[src/rtl/uart_pkg.sv]
// Shared definitions for the UART receive path.
//   BAUD_W     : width of the bit-time counter and of the k / k_div2 inputs
//   SR_W       : width of the receive shift register (start excluded, up to 8 data + parity + stop)
//   rx_state_t : receive FSM state encoding
//   frame_len  : number of post-start samples for the configured frame format
package uart_pkg;

    localparam int BAUD_W = 20;
    localparam int SR_W   = 10;

    typedef enum logic [1:0] {
        IDLE  = 2'd0,
        START = 2'd1,
        DATA  = 2'd2
    } rx_state_t;

    // 7 data bits + optional 8th bit + optional parity + stop
    function automatic logic [3:0] frame_len(input logic eight, input logic pen);
        return 4'd8 + {3'b000, eight} + {3'b000, pen};
    endfunction

endpackage

[src/rtl/uart_rx_shift_reg.sv]
// Receive shift register. Each sh pulse shifts din into the MSB and moves
// everything one place towards the LSB, so the first bit received ends up
// lowest once the frame is complete.
//   clk   : system clock
//   reset : asynchronous active-low reset
//   sh    : shift enable (one cycle per sampled bit)
//   clr   : synchronous clear at the start of a frame
//   din   : synchronised serial bit
//   q     : register contents
module uart_rx_shift_reg
    import uart_pkg::*;
(
    input  logic            clk,
    input  logic            reset,
    input  logic            sh,
    input  logic            clr,
    input  logic            din,
    output logic [SR_W-1:0] q
);

    always_ff @(posedge clk or negedge reset) begin
        if (!reset) begin
            q <= '0;
        end else if (clr) begin
            q <= '0;
        end else if (sh) begin
            q <= {din, q[SR_W-1:1]};
        end
    end

endmodule

[src/rtl/uart_receive.sv]
// UART receive engine: start-bit detection, mid-bit sampling, frame
// assembly and processor-visible status.
//   clk, reset      : system clock, asynchronous active-low reset
//   k, k_div2       : bit time and half bit time in clk cycles
//   Rx              : serial input, idle high
//   port_id         : bus address, not decoded here
//   reads           : decoded read strobes; reads[0] reads data/status
//   ohel, eight, pen: parity sense (1 = odd), 8-bit mode, parity enable
//   data            : received byte
//   perror, ferror, oerror : sticky parity / framing / overrun flags
//   RxRdy           : new frame available, cleared by reads[0]
//
// state | meaning
// IDLE  | waiting for Rx low
// START | timing half a bit to confirm the start bit at its centre
// DATA  | sampling data/parity/stop bits every k cycles
module uart_receive
    import uart_pkg::*;
(
    input  logic              clk,
    input  logic              reset,
    input  logic [BAUD_W-1:0] k,
    input  logic [BAUD_W-1:0] k_div2,
    input  logic              Rx,
    input  logic [15:0]       port_id,
    input  logic [15:0]       reads,
    input  logic              ohel,
    input  logic              eight,
    input  logic              pen,
    output logic [7:0]        data,
    output logic              perror,
    output logic              ferror,
    output logic              oerror,
    output logic              RxRdy
);

    rx_state_t         state, state_next;
    logic              rx_meta, rx_sync;
    logic [BAUD_W-1:0] baud_cnt, baud_cnt_next;
    logic [3:0]        bit_cnt, bit_cnt_next;
    logic              sh, done, sr_clr;
    logic [SR_W-1:0]   sr_q, aligned;
    logic [3:0]        n_bits, par_idx, stop_idx;
    logic [7:0]        data_bits;
    logic              parity_bit, stop_bit;

    // Bus fields this block does not decode.
    logic unused_bus;
    assign unused_bus = ^{port_id, reads[15:1]};

    // Synchroniser resets to the idle line level so release from reset
    // cannot look like a start bit.
    always_ff @(posedge clk or negedge reset) begin
        if (!reset) begin
            rx_meta <= 1'b1;
            rx_sync <= 1'b1;
        end else begin
            rx_meta <= Rx;
            rx_sync <= rx_meta;
        end
    end

    assign n_bits = frame_len(eight, pen);

    always_ff @(posedge clk or negedge reset) begin
        if (!reset) begin
            state    <= IDLE;
            baud_cnt <= '0;
            bit_cnt  <= '0;
        end else begin
            state    <= state_next;
            baud_cnt <= baud_cnt_next;
            bit_cnt  <= bit_cnt_next;
        end
    end

    always_comb begin
        state_next    = state;
        baud_cnt_next = baud_cnt + BAUD_W'(1);
        bit_cnt_next  = bit_cnt;
        sh            = 1'b0;
        done          = 1'b0;
        sr_clr        = 1'b0;
        case (state)
            IDLE: begin
                baud_cnt_next = '0;
                if (!rx_sync) state_next = START;
            end
            START: begin
                if (baud_cnt == k_div2 - BAUD_W'(1)) begin
                    baud_cnt_next = '0;
                    if (!rx_sync) begin
                        state_next   = DATA;
                        bit_cnt_next = '0;
                        sr_clr       = 1'b1;
                    end else begin
                        state_next = IDLE;
                    end
                end
            end
            DATA: begin
                // done comes the cycle after the stop-bit shift so the
                // shift register already holds the whole frame.
                if (bit_cnt == n_bits) begin
                    done          = 1'b1;
                    state_next    = IDLE;
                    baud_cnt_next = '0;
                end else if (baud_cnt == k - BAUD_W'(1)) begin
                    sh            = 1'b1;
                    baud_cnt_next = '0;
                    bit_cnt_next  = bit_cnt + 4'd1;
                end
            end
            default: state_next = IDLE;
        endcase
    end

    uart_rx_shift_reg sr (
        .clk   (clk),
        .reset (reset),
        .sh    (sh),
        .clr   (sr_clr),
        .din   (rx_sync),
        .q     (sr_q)
    );

    // Short frames leave the first bit above position 0; right-justify it.
    assign aligned    = sr_q >> (4'(SR_W) - n_bits);
    assign stop_idx   = n_bits - 4'd1;
    assign par_idx    = n_bits - 4'd2;
    assign stop_bit   = aligned[stop_idx];
    assign parity_bit = aligned[par_idx];
    assign data_bits  = eight ? aligned[7:0] : {1'b0, aligned[6:0]};

    // A completing frame takes priority over a simultaneous read.
    always_ff @(posedge clk or negedge reset) begin
        if (!reset) begin
            data   <= '0;
            perror <= 1'b0;
            ferror <= 1'b0;
            oerror <= 1'b0;
            RxRdy  <= 1'b0;
        end else if (done) begin
            data   <= data_bits;
            ferror <= ~stop_bit;
            perror <= pen & ((^data_bits ^ parity_bit) != ohel);
            oerror <= RxRdy;
            RxRdy  <= 1'b1;
        end else if (reads[0]) begin
            perror <= 1'b0;
            ferror <= 1'b0;
            oerror <= 1'b0;
            RxRdy  <= 1'b0;
        end
    end

endmodule

[config.mk]
export PLATFORM = sky130hd
export DESIGN_NAME = uart_receive
export DESIGN_NICKNAME = d
export VERILOG_FILES = /design/src/rtl/uart_pkg.sv /design/src/rtl/uart_rx_shift_reg.sv /design/src/rtl/uart_receive.sv
export SDC_FILE = /design/constraint.sdc
export NUM_CORES = 1
export LEC_CHECK = 0
export BUFFER_PORTS_ARGS = -buffer_cell sky130_fd_sc_hd__buf_4
export CORE_MARGIN = 10
export CORE_UTILIZATION = 50
export DETAILED_ROUTE_END_ITERATION = 10
export PLACE_DENSITY_LB_ADDON = 0.2
export SLEW_MARGIN = 20
export SYNTH_ARGS = -nofsm -noshare
export SYNTH_HDL_FRONTEND = slang
export SYNTH_SLANG_ARGS = --single-unit
[constraint.sdc]
create_clock -name clk -period 4.8 [get_ports clk]
set_input_delay 0.24 -clock clk [delete_from_list [all_inputs] [get_ports clk]]
set_output_delay 0.24 -clock clk [all_outputs]
set_load 0.05 [all_outputs]
* Word level (Yosys, flattened, before mapping)
Index checks and enable logic that the tools add are counted.
Word-level totals: register bits 50, input bits 78, logic and storage cells 79
Operators by class: $add $sub $neg 9, magnitude comparators 2, eq/ne operators 12, shift operators 1, multiplexer cells 34, bitwise logic cells 3, reduce and logical (&&, ||, !) cells 7
Operators with widths (number):
- 20-bit two-way mux | 3
- 20-bit case mux with 3 select lines | 1
- 20-bit equality test | 2
- 20-bit by 1-bit subtractor with 20-bit output (second input constant) | 2
- 20-bit by 1-bit adder with 20-bit output (second input constant) | 1
- 10-bit two-way mux | 2
- 4-bit two-way mux | 4
- 1-bit two-way mux | 15
- 2-bit != test (second input constant) | 6
- 4-bit by 5-bit < comparator with 1-bit output (second input constant) | 2
- 10-bit by 4-bit right shift with 10-bit output | 1
- 1-bit binary-select mux with 4-bit select | 2
- 2-bit two-way mux | 4
- 8-bit two-way mux | 1
- 4-bit case mux with 2 select lines | 1
- 8-bit XOR reduction | 1
- 2-bit case mux with 3 select lines | 1
- 2-bit nonzero test | 3
- 5-bit AND reduction | 1
- 4-bit by 1-bit adder with 4-bit output | 1
- 4-bit by 1-bit adder with 4-bit output (first input constant) | 1
- 4-bit by 1-bit adder with 4-bit output (second input constant) | 1
- 4-bit equality test | 1
- 4-bit by 1-bit subtractor with 4-bit output (second input constant) | 1
- 10 further kinds | 10

* Logic depth before layout (Yosys ltp)
Gate-level depths: netlist (run 1).
depth after elaboration 10, mapped depth 11, mapped depth without buffers 9

* Modules after synthesis
From an unflattened synthesis (run 1), not the netlist that was laid out.
Unflattened totals: cells, all modules 504, area, all modules 4192.8 um^2
By module, submodules not included:
- uart_receive | times used 1, cells each 472, area an instance 3789.9 um^2, sequential area each 1003.5 um^2
- uart_rx_shift_reg | times used 1, cells each 32, area an instance 402.9 um^2, sequential area each 250.2 um^2

* Worst setup path before layout (run 1)
No wires, ideal clock.
path kind input port to flip-flop, start input k[2], end register baud_cnt[0], library setup time 0.144 ns, arrival time 2.921 ns, data required time 4.656 ns, setup slack 1.735 ns, cell stages on the path 10, path through clkbuf_1 or4_1 or4_1 clkbuf_1 or3_1 a22oi_1 nand4_4 o311ai_4 buf_6 a21oi_2
On the way: cells in the longest elaborated chain, start to end 5
RTL lines:
- start: declaration | line uart_receive.sv:22 | input logic [BAUD_W-1:0] k,
- 20-bit by 1-bit subtractor with 20-bit output | line uart_receive.sv:108 | end else if (baud_cnt == k - BAUD_W'(1)) begin
- 20-bit equality test | line uart_receive.sv:108
- 20-bit two-way mux | line uart_receive.sv:108
- 20-bit two-way mux | line uart_receive.sv:104 | if (bit_cnt == n_bits) begin
- 20-bit case mux with 3 select lines | line uart_receive.sv:84 | case (state)
- named net baud_cnt_next[0] | line uart_receive.sv:39 | logic [BAUD_W-1:0] baud_cnt, baud_cnt_next;
- end signal: assignment | line uart_receive.sv:72 | baud_cnt <= baud_cnt_next;
- end: declaration | line uart_receive.sv:39
The timed path passes the listed nets, and every way through them passes these cells. A chain may end at the register's enable or synchronous reset.

* Worst setup path in the final report (run 1)
start input k[7], end register baud_cnt[10]
The elaborated chain is that of the path after synthesis.

==> run_results.csv, run 1 <==
group,metric,value,unit
layout,final_nets,641,
global_route,first_global_vias,3762,
setup_path,critPathArrivalTime,3.45,ns
setup_path,slowest_delay,0.65,ns
floorplanning,die_w,114.2,µm
setup_path,crit_path_end,"baud_cnt[10]",
layout,post-route-util,57.99,%
min_path,hold_class,"in -> reg",
place,hpwl,8447,µm
setup_path,cp_slowest_cell,"or4_1",
power_and_ir_drop,ir_drop,0.0001060,V
layout,instances_no_fill,665,
floorplanning,rows,34,
routing,wl,10770,µm
routing,via_per_inst,5.868,
logic_synthesis,synth_edf_count,0,
logic_synthesis,netlist_instances,519,
logic_synthesis,synth_area_leaders,"dfrtp_1 27%, xnor2_1 8.5%, xor2_1 5.9%, a21oi_2 3.7%, nand2_1 3.4%",
global_route,grt_max_degree,51,
setup_path,startpoint,"k[7]",
setup_path,worstPathCellList,"buf_4 -> or4_1 -> or4_4 -> or3b_4 -> a2111oi_4 -> nand4_4 -> buf_4 -> o311ai_4 -> buf_4 -> a21oi_2",
place,gp_congestion,0.8388,
global_route,grt_pass1_wl,18200,µm
sta,setup_violations,0,
clock_tree,postCtsSetupBuffers,0,
place,portBuffers,58,
clock_tree,clk_latency,0.32,ns
logic_synthesis,yosysSeqAreaShare,28.25,%
sta,finalHoldViolCount,0,
global_route,antenna_found_initial,0,
sta,max_slew_margin,53.26,%
global_route,track_usage,16.48,%
clock_tree,cts_buffers,5,
power_and_ir_drop,power.switching,0.3406,mW
clock_tree,cts-root-buf,"clkbuf_8",
layout,drive_gt1_share,19.39,%
global_route,grt_overflow,0,
status,status,"completed",
routing,vias,3902,
power_and_ir_drop,pwr-share-clk,29.2,%
logic_synthesis,ys_seq_elements,50,
clock_tree,clk_pin_slew,0.10,ns
setup_path,critPathCaptureType,"flop",
sta,setup_tns,0,ns
logic_synthesis,ys_top_cells_by_count,"48 x dfrtp_1, 43 x xnor2_1, 40 x nand2_1, 30 x xor2_1, 29 x nor3_1",
routing,drtPass1Iterations,5,
power_and_ir_drop,power_frac_comb,26.1,%
logic_synthesis,synth_top_cell_area_share,27.07,%
floorplanning,core_area,0.008678,mm²
setup_path,cpMostUsedCell,"buf_4",
clock_tree,cts_tree,"yes",
power_and_ir_drop,p_int,0.7339,mW
routing,ant_nets,0,
sta,fin_crit_sh,67.99,%
sta,grt_setup_unrepaired,"false",
floorplanning,die_h,114.2,µm
layout,syn2layout_area_growth,13.39,%
floorplanning,io_pins,90,
sta,fin_crit,3.264,ns
setup_path,reg2regPathDepth,9,
logic_synthesis,syn_avg_cell_area,8.551,µm²
sta,setup_slack,1.536,ns
setup_path,start_kind,"input port",
clock_tree,clock-sinks,50,
floorplanning,die-area,0.01304,mm²
sta,worstMarginPinSlew,0.7011,ns
clock_tree,cts.repair.resized,0,
setup_path,r2r-end,"baud_cnt[10]",
logic_synthesis,yosysMostFrequentCell,"dfrtp_1",
logic_synthesis,syn_area,0.004438,mm²
place,placed_cells,656,
logic_synthesis,synth.distinct_cells,73,
floorplanning,start_util,51.14,%
flow_run,cap_violations,0,
sta,drv_slew,0,
sta,hold_ws,0.01942,ns
setup_path,worstPathRequired,4.99,ns
power_and_ir_drop,p_sw_share,31.70,%
clock_tree,postCtsHoldBufs,1,
power_and_ir_drop,p_seq_share,44.8,%
routing,drcViolationCount,0,
setup_path,worstPathMaxFanout,27,
power_and_ir_drop,powerDensity,213.5,mW/mm²
routing,dr.first_iter.drc_count,230,
routing,avgRoutedWirePerCell,16.20,µm
place,place_ws,1.218,ns
setup_path,crit_type,"in -> reg",
layout,diodes,0,
logic_synthesis,syn_nets,604,
logic_synthesis,synth_top_area_cell,"dfrtp_1",
clock_tree,cts_htree_levels,2,
clock_tree,cts_max_path_buffers,2,
sta,clock_skew,0.01136,ns
power_and_ir_drop,cellLeakagePower,2.072,nW
setup_path,reg2reg_slack,1.78,ns
logic_synthesis,ys.flop_type,"dfrtp_1",
sta,fmax,306.4,MHz
setup_path,worstReg2RegStart,"baud_cnt[5]",
logic_synthesis,yosys_warnings,0,
logic_synthesis,ys_async_sr_fraction,100.0,%
==> worst max-delay path: cells and delay by family <==
| kind | cells | cell delay [ns] |
|---|---|---|
| and+or+nand+nor | 4 | 1.72 |
| buffers and inverters | 3 | 0.74 |
| AOI/OAI and AO/OA | 3 | 0.72 |
==> through the flow <==
stage / instance area (µm²) / power [mW]
2_1_floorplan: 4438 / 0.6738
3_3_place_gp: 4906 / 0.7562
3_5_place_dp: 4906 / 0.7683
4_1_cts: 5032 / 1.080
5_1_grt: 5032 / 1.136
6_report: 5032 / 1.075
==> cells in the final DEF, fill, tap and decap left out, types with 7 or more instances in the layout <==
cell,netlist,layout
nor3_1,29,29
ha_1,7,7
inv_1,27,27
or3_1,9,9
or4_1,8,8
o21bai_1,7,7
dfrtp_1,48,48
nand3_1,10,10
o21a_1,8,8
xor2_1,30,30
o21ai_0,17,17
a21oi_2,19,19
nand2b_1,8,8
mux2i_1,11,11
a21oi_1,15,15
xnor2_1,43,43
nor2_1,26,26
nor4_1,10,10
o21ba_1,8,8
buf_4,0,63
nand2_1,40,40
==> power by group through the flow <==
stage	sequential, mW	clock, mW	combinational (mW)
after global routing	0.485	0.339	0.312
after CTS	0.480	0.318	0.282
after floorplan	0.459	0	0.214
after detailed placement	0.489	0	0.280
after global placement	0.486	0	0.270
final	0.481	0.313	0.280
==> area by class of cell <==
cell class,instances,area [µm²]
Inverter,27,101.3
Fill cell,801,3646
Tap cell,108,135.1
Clock buffer,5,68.82
Timing Repair Buffer,64,483.0
Multi-Input combinational cell,408,2943
Sequential cell,50,1254
Clock inverter,3,47.55
==> state kept, by name, indices dropped and copies added (netlist names) <==
register and flops:
RxRdy 1, baud_cnt 20, bit_cnt 4, data 8
ferror 1, oerror 1, perror 1, rx_meta 1
rx_sync 1, sr.q 10, state 2
==> worst min-delay path by stage <==
stage,from,to,slack [ns],depth (start not counted)
global placement,reset,baud_cnt[3],0.31,1
floorplan,reset,RxRdy,-0.06,0
CTS,Rx,rx_meta,0.02,1
finish,Rx,rx_meta,0.02,1
detailed placement,reset,baud_cnt[0],0.31,1
global route,Rx,rx_meta,0.005,1
==> metal layers <==
| metal | track usage, % | routed length [µm] |
|---|---|---|
| met3 | 3.512 | 664 |
| met2 | 25.21 | 4681 |
| met4 | 4.845 | 194 |
| met5 | 0 | 0 |
| met1 | 22.75 | 5230 |
==> cell families after synthesis <==
kind of cell    share of synthesized area [%]
simple gates                            25.26
flops                                   28.25
xor+xnor                                14.91
buf+inv                                 5.751
mux                                     2.735
compound gates                          21.12
fa+ha+maj                               1.973
No activity file was read; power rests on OpenSTA's default activity.
==> run 2: changes to the inputs <==
- ABC_AREA: not set -> 1
- clock period: 4.8 -> 3.15 ns (I/O delays scaled with it)
==> run 2 against run 1 <==
  * Routed wire length grew 28%
  * Highest routed layer unchanged
  * Design area grew 18%
  * Final cell count up 59%
  * First-iteration DRC count grew 72%
  * Combinational power grew 140%
  * Critical path depth rose by 1
  * Synthesized area is 18% higher
  * Hold slack improved by 0.027 ns
==> run_results.csv, run 2 <==
group,metric,value,unit
status,status,"completed",
sta,max_slew_margin,55.43,%
setup_path,crit_type,"reg -> reg",
sta,drv_slew,0,
routing,via_per_inst,5.199,
place,portBuffers,58,
setup_path,start_kind,"flop",
setup_path,cp.depth,11,
setup_path,worstPathMaxFanout,6,
logic_synthesis,ys_async_sr_fraction,100.0,%
setup_path,slowest_delay,0.45,ns
logic_synthesis,synth_mux_area_share,0,%
logic_synthesis,netlist_instances,872,
setup_path,worstPathRequired,3.34,ns
sta,clock_skew,0.008892,ns
setup_path,r2r-end,"baud_cnt[12]",
logic_synthesis,yosysSeqAreaShare,23.85,%
flow_run,cap_violations,0,
layout,post-route-util,57.62,%
floorplanning,io_pins,90,
layout,layout_commonest_cell,"nand2_1",
logic_synthesis,ys_seq_elements,50,
logic_synthesis,syn_area,0.005256,mm²
sta,fin_crit,2.122,ns
logic_synthesis,synthAdderAreaFrac,1.666,%
logic_synthesis,synth_area_leaders,"dfrtp_1 23%, nand2_1 19%, nand3_1 12%, inv_1 8.3%, nor2_1 6.4%",
layout,postLayoutCellArea,0.005922,mm²
clock_tree,cts_buffers,5,
setup_path,cp_slowest_cell,"dfrtp_1",
floorplanning,start_util,51.14,%
clock_tree,cts_tree,"yes",
setup_path,critPathCaptureType,"flop",
logic_synthesis,yosys_warnings,0,
logic_synthesis,syn_nets,957,
sta,fmax,471.2,MHz
clock_tree,cts_max_path_buffers,2,
floorplanning,core_area,0.01028,mm²
layout,syn2layout_area_growth,12.66,%
setup_path,worstReg2RegStart,"baud_cnt[1]",
logic_synthesis,yosysMostFrequentCell,"nand2_1",
clock_tree,clk_pin_slew,0.09,ns
global_route,first_global_vias,4910,
global_route,grt_pass1_wl,23030,µm
floorplanning,die_h,122.5,µm
logic_synthesis,ys.flop_type,"dfrtp_1",
layout,top_register,"baud_cnt",
logic_synthesis,synth_compound_area_share,4.975,%
logic_synthesis,syn_avg_cell_area,6.028,µm²
logic_synthesis,synth_top_area_cell,"dfrtp_1",
routing,avgRoutedWirePerCell,13.07,µm
layout,reg_top3,"baud_cnt: 20 flops, sr.q: 10 flops, data: 8 flops",
layout,final_nets,1006,
layout,mostFrequentLayoutCells,"273 x nand2_1, 131 x nand3_1, 116 x inv_1",
sta,grt_setup_unrepaired,"false",
floorplanning,die_w,122.5,µm
place,placed_area,0.005793,mm²
power_and_ir_drop,powerDensity,316.0,mW/mm²
setup_path,worstPathCellList,"ha_1 -> nand2_1 -> inv_1 -> nand3_1 -> nor2_1 -> nand2_1 -> nor3_1 -> xor2_1 -> inv_1 -> nand4_1 -> nand3_1",
sta,finalHoldViolCount,0,
setup_path,cp.buffers_inverters,2,
routing,ant_nets,0,
layout,largest_reg_flops,20,
global_route,antenna_found_initial,0,
sta,worstMarginPinSlew,0.6679,ns
place,hpwl,11070,µm
global_route,grt_max_degree,51,
global_route,track_usage,18.13,%
min_path,min_path_cells,2,
sta,setup_tns,0,ns
routing,vias,5501,
min_path,holdPathEnd,"RxRdy",
min_path,hp-start,"reads[0]",
logic_synthesis,synth_top_family_by_area,"simple AND/OR/NAND/NOR gates",
logic_synthesis,yosys.area_share.simple,50.20,%
place,gp_congestion,0.8930,
logic_synthesis,synth.distinct_cells,40,
sta,setup_violations,0,
power_and_ir_drop,ir_drop,0.0002704,V
power_and_ir_drop,cellLeakagePower,3.130,nW
floorplanning,die-area,0.01501,mm²
routing,drcViolationCount,0,
layout,drive_gt1_share,11.82,%
routing,wl,13830,µm
layout,diodes,0,
floorplanning,rows,37,
global_route,grt_overflow,0,
clock_tree,postCtsSetupBuffers,0,
clock_tree,clock-sinks,50,
setup_path,reg2regPathDepth,11,
logic_synthesis,ys_top_cells_by_count,"273 x nand2_1, 131 x nand3_1, 116 x inv_1, 90 x nor2_1, 48 x dfrtp_1",
clock_tree,clk_latency,0.30,ns
routing,dr.first_iter.drc_count,395,
clock_tree,cts-root-buf,"clkbuf_8",
setup_path,reg2reg_slack,1.03,ns
clock_tree,cts_htree_levels,2,
sta,fin_crit_sh,67.37,%
logic_synthesis,synth_top_cell_area_share,22.85,%
power_and_ir_drop,total_power,1.871,mW
min_path,hold_class,"in -> reg",
logic_synthesis,synthXorXnorAreaFrac,8.569,%
setup_path,critPathArrivalTime,2.31,ns
setup_path,crit_family,"simple AND/OR/NAND/NOR gates",
routing,drtPass1Iterations,5,
logic_synthesis,synth_edf_count,0,
[run 2: changes by cell type after synthesis, sizes merged, moves of 11 or more]
cell / delta
inv: +89
nor3: -23
xnor2: -25
nand3: +125
nor2: +80
clkbuf: -16
nand4: +33
nand2: +240
mux2i: -11
a21oi: -26
[run 2: worst max-delay path by stage]
stage	from	endpoint
final	baud_cnt[1]	baud_cnt[12]
after global routing	pen	perror
after CTS	baud_cnt[1]	baud_cnt[12]
after detailed placement	eight	perror
after global placement	k[0]	bit_cnt[0]
after floorplan	eight	perror
[run 2: per-layer routing]
layer,GRT usage (%),up-vias,share of wire (%)
li1,-,2891,-
met1,24.68,2447,47
met2,30.18,147,46
met3,2.388,16,5.5
met4,3.461,0,1.4
met5,0,-,0
[run 2: worst reg2reg max path: stages (launching register included)]
cell and delay [ns]:
dfrtp_1 0.45, ha_1 0.33, nand2_1 0.10, inv_1 0.08
nand3_1 0.11, nor2_1 0.17, nand2_1 0.12, nor3_1 0.23
xor2_1 0.17, inv_1 0.08, nand4_1 0.09, nand3_1 0.08
[run 2: area by class of cell]
cell class / count / area (µm²)
clock buffer: 5 / 68.82
clock inverter: 3 / 40.04
fill: 1077 / 4355
inverter: 116 / 435.4
multi-input combinational: 680 / 3438
sequential: 50 / 1254
tap: 136 / 170.2
timing repair buffer: 68 / 515.5
[run 2: what timing repair did]
item                                   in CTS  in global routing
resized for setup                           0                  0
endpoints found under the hold margin      49                  0
hold buffers                                2                  0
[run 2: cell families after synthesis]
| group | Yosys count |
|---|---|
| xor gates and xnor gates | 49 |
| buffers and inverters | 142 |
| AOI/OAI and AO/OA | 46 |
| and+or+nand+nor | 578 |
| adders and majority gates | 7 |
| DFF | 50 |
[run 2: report_power, final]
part           internal, mW  total (mW)  switching, mW
clock                 0.234       0.451          0.217
sequential            0.684       0.735         0.0510
combinational         0.231       0.685          0.455
total                  1.15        1.87          0.723
[run 2: per-stage QoR]
stage / worst slack, ns / hold WS [ns] / cells
CTS: 1.048 / 0.04148 / 1058
global route: 0.7536 / 0.07110 / 1058
finish: 1.028 / 0.04647 / 1058
floorplan: 1.208 / -0.1381 / 872
detailed placement: 0.7547 / 0.2313 / 1048
global placement: 0.7675 / 0.2305 / 1048
==> run 3: changes to the inputs <==
- clock period: 3.15 -> 1.9 ns (I/O delays scaled with it)
==> run 3 against run 2 <==
  * The flow now finishes with violations (setup timing)
  * Setup slack got worse by 1.1 ns
  * Critical path type unchanged
  * Largest power group is now combinational cells
  * Clock-buffer cell count is 1 higher
  * First-iteration DRC count rose by 18%
  * Via count is 11% higher
  * Global-route usage grew 2.3 points
  * Utilization up 13 points
  * Design area up 23%
  * Sequential power rose by 65%
  * Total power up 90%
  * Maximum frequency rose by 8.1%
  * Combinational power grew 130%
==> run_results.csv, run 3 (synthesis results as in run 2) <==
group,metric,value,unit
status,status,"finished with violations",
status,violations,"setup timing",
global_route,first_global_vias,5499,
routing,vias,6128,
layout,final_nets,1106,
sta,setup_slack,-0.06271,ns
place,portBuffers,58,
setup_path,cp.buffers_inverters,1,
power_and_ir_drop,ir_drop,0.0006324,V
clock_tree,cts_tree,"yes",
routing,ant_nets,0,
setup_path,start_kind,"flop",
place,hpwl,12040,µm
floorplanning,die-area,0.01501,mm²
setup_path,worstReg2RegStart,"baud_cnt[1]",
setup_path,cp_slowest_cell,"dfrtp_1",
setup_path,worstPathRequired,2.11,ns
global_route,grt_pass1_wl,25630,µm
min_path,holdPathEnd,"perror",
min_path,hold_class,"in -> reg",
clock_tree,clock-sinks,50,
global_route,track_usage,20.46,%
routing,drt-met1-wl,7011,µm
floorplanning,core_area,0.01028,mm²
sta,fin_crit_sh,103.3,%
layout,reg_top3,"baud_cnt: 20 flops, sr.q: 10 flops, data: 8 flops",
setup_path,critPathCaptureType,"flop",
sta,fmax,509.5,MHz
setup_path,crit_family,"simple AND/OR/NAND/NOR gates",
layout,top_register,"baud_cnt",
setup_path,worstPathCellList,"xnor2_1 -> a21oi_2 -> nand2_1 -> nor2_1 -> nand2_1 -> nor2_2 -> nand2_1 -> nor2_2 -> nand3_4 -> buf_12 -> nand3_1 -> nand2_1",
sta,grt_setup_unrepaired,"true",
global_route,antenna_found_initial,0,
clock_tree,cts_htree_levels,2,
routing,top_layer,"met4",
sta,finalHoldViolCount,0,
routing,avgRoutedWirePerCell,14.16,µm
layout,post-route-util,70.87,%
layout,fillCellCount,863,
clock_tree,cts_max_path_buffers,2,
setup_path,crit_type,"reg -> reg",
place,gp_congestion,0.9029,
layout,syn2layout_area_growth,38.56,%
sta,drv_slew,0,
routing,wl_met2,8060,µm
global_route,grt_max_degree,51,
routing,met3_length,1111,µm
floorplanning,start_util,51.14,%
setup_path,slowest_delay,0.46,ns
layout,layout_commonest_cell,"nand2_1",
setup_path,critPathArrivalTime,2.17,ns
routing,wl,16400,µm
clock_tree,clk_pin_slew,0.10,ns
clock_tree,cts_buffers,5,
sta,setup_tns,-0.4941,ns
layout,mostFrequentLayoutCells,"263 x nand2_1, 150 x buf_4, 108 x inv_1",
routing,via_per_inst,5.292,
sta,max_slew_margin,53.74,%
routing,drcViolationCount,0,
sta,setup_violations,14,
routing,dr.first_iter.drc_count,467,
setup_path,reg2reg_slack,-0.06,ns
global_route,grt_overflow,0,
sta,fin_crit,1.963,ns
layout,drive_gt1_share,29.65,%
clock_tree,cts-root-buf,"clkbuf_8",
layout,seq_area,0.001259,mm²
floorplanning,die_w,122.5,µm
floorplanning,die_h,122.5,µm
clock_tree,clk_latency,0.32,ns
layout,multi_input_area,0.003915,mm²
layout,largest_reg_flops,20,
routing,drtPass1Iterations,6,
floorplanning,io_pins,90,
floorplanning,rows,37,
setup_path,cpMostUsedCell,"nand2_1",
setup_path,reg2regPathDepth,12,
power_and_ir_drop,powerDensity,489.3,mW/mm²
sta,worstMarginPinSlew,0.6932,ns
min_path,min_path_cells,6,
power_and_ir_drop,cellLeakagePower,3.834,nW
sta,clock_skew,0.01748,ns
layout,diodes,0,
setup_path,worstPathMaxFanout,6,
setup_path,r2r-end,"sr.q[2]",
min_path,hp-start,"pen",
flow_run,cap_violations,0,
==> run 3: metrics by stage <==
step	std cells	total power, mW	hold slack [ns]	setup WS (ns)	instance area (µm²)
after floorplan	872	2.013	-0.2006	0.02095	5256
after global placement	1133	2.497	0.1646	-0.2039	6456
after detailed placement	1133	2.522	0.1758	-0.2487	6456
after CTS	1150	3.346	0.2668	-0.0008020	6708
after global routing	1158	3.776	0.3311	-0.1824	7283
final	1158	3.564	0.3089	-0.06271	7283
==> run 3: layout make-up <==
class                   instances  area share, %
clock buffers                   6         0.9964
clock inverters                 2         0.5154
inverters                     116          5.978
multi-input cells             681          53.75
flip-flops and latches         50          17.28
well taps                     136          2.336
repair buffers                167          19.14
==> run 3: worst max-delay path by stage <==
| stage | start | endpoint | cells after the start |
|---|---|---|---|
| after CTS | baud_cnt[0] | sr.q[9] | 14 |
| after global placement | eight | perror | 16 |
| after global routing | baud_cnt[4] | sr.q[2] | 14 |
| after detailed placement | eight | perror | 19 |
| after floorplan | eight | perror | 17 |
| final | baud_cnt[1] | sr.q[2] | 12 |
==> run 3: repair_timing <==
action / 4_1_cts / 5_1_grt
endpoints found under the hold margin: 50 / 0
hold buffers: 3 / 0
gates resized for setup: 14 / 110
setup endpoints to repair: 35 / 43
cloned: 2 / 3
pin swaps: 3 / 31
setup buffers: 4 / 5
==> run 3: power breakdown <==
group          internal (mW)  total (mW)  switching [mW]
sequential              1.14        1.21          0.0779
clock                  0.393       0.775           0.381
combinational          0.608        1.58           0.968
total                   2.14        3.56            1.43
==> run 3: metal layers <==
layer	GRT usage [%]	up-vias
li1	-	3085
met3	2.709	19
met4	4.050	0
met1	27.44	2805
met5	0	-
met2	34.49	219
==> run 3: worst reg2reg max path: stages, from the launching register on <==
cell	delay, ns
dfrtp_1	0.46
xnor2_1	0.17
a21oi_2	0.14
nand2_1	0.07
nor2_1	0.10
nand2_1	0.08
nor2_2	0.09
nand2_1	0.07
nor2_2	0.17
nand3_4	0.16
buf_12	0.19
nand3_1	0.10
nand2_1	0.07
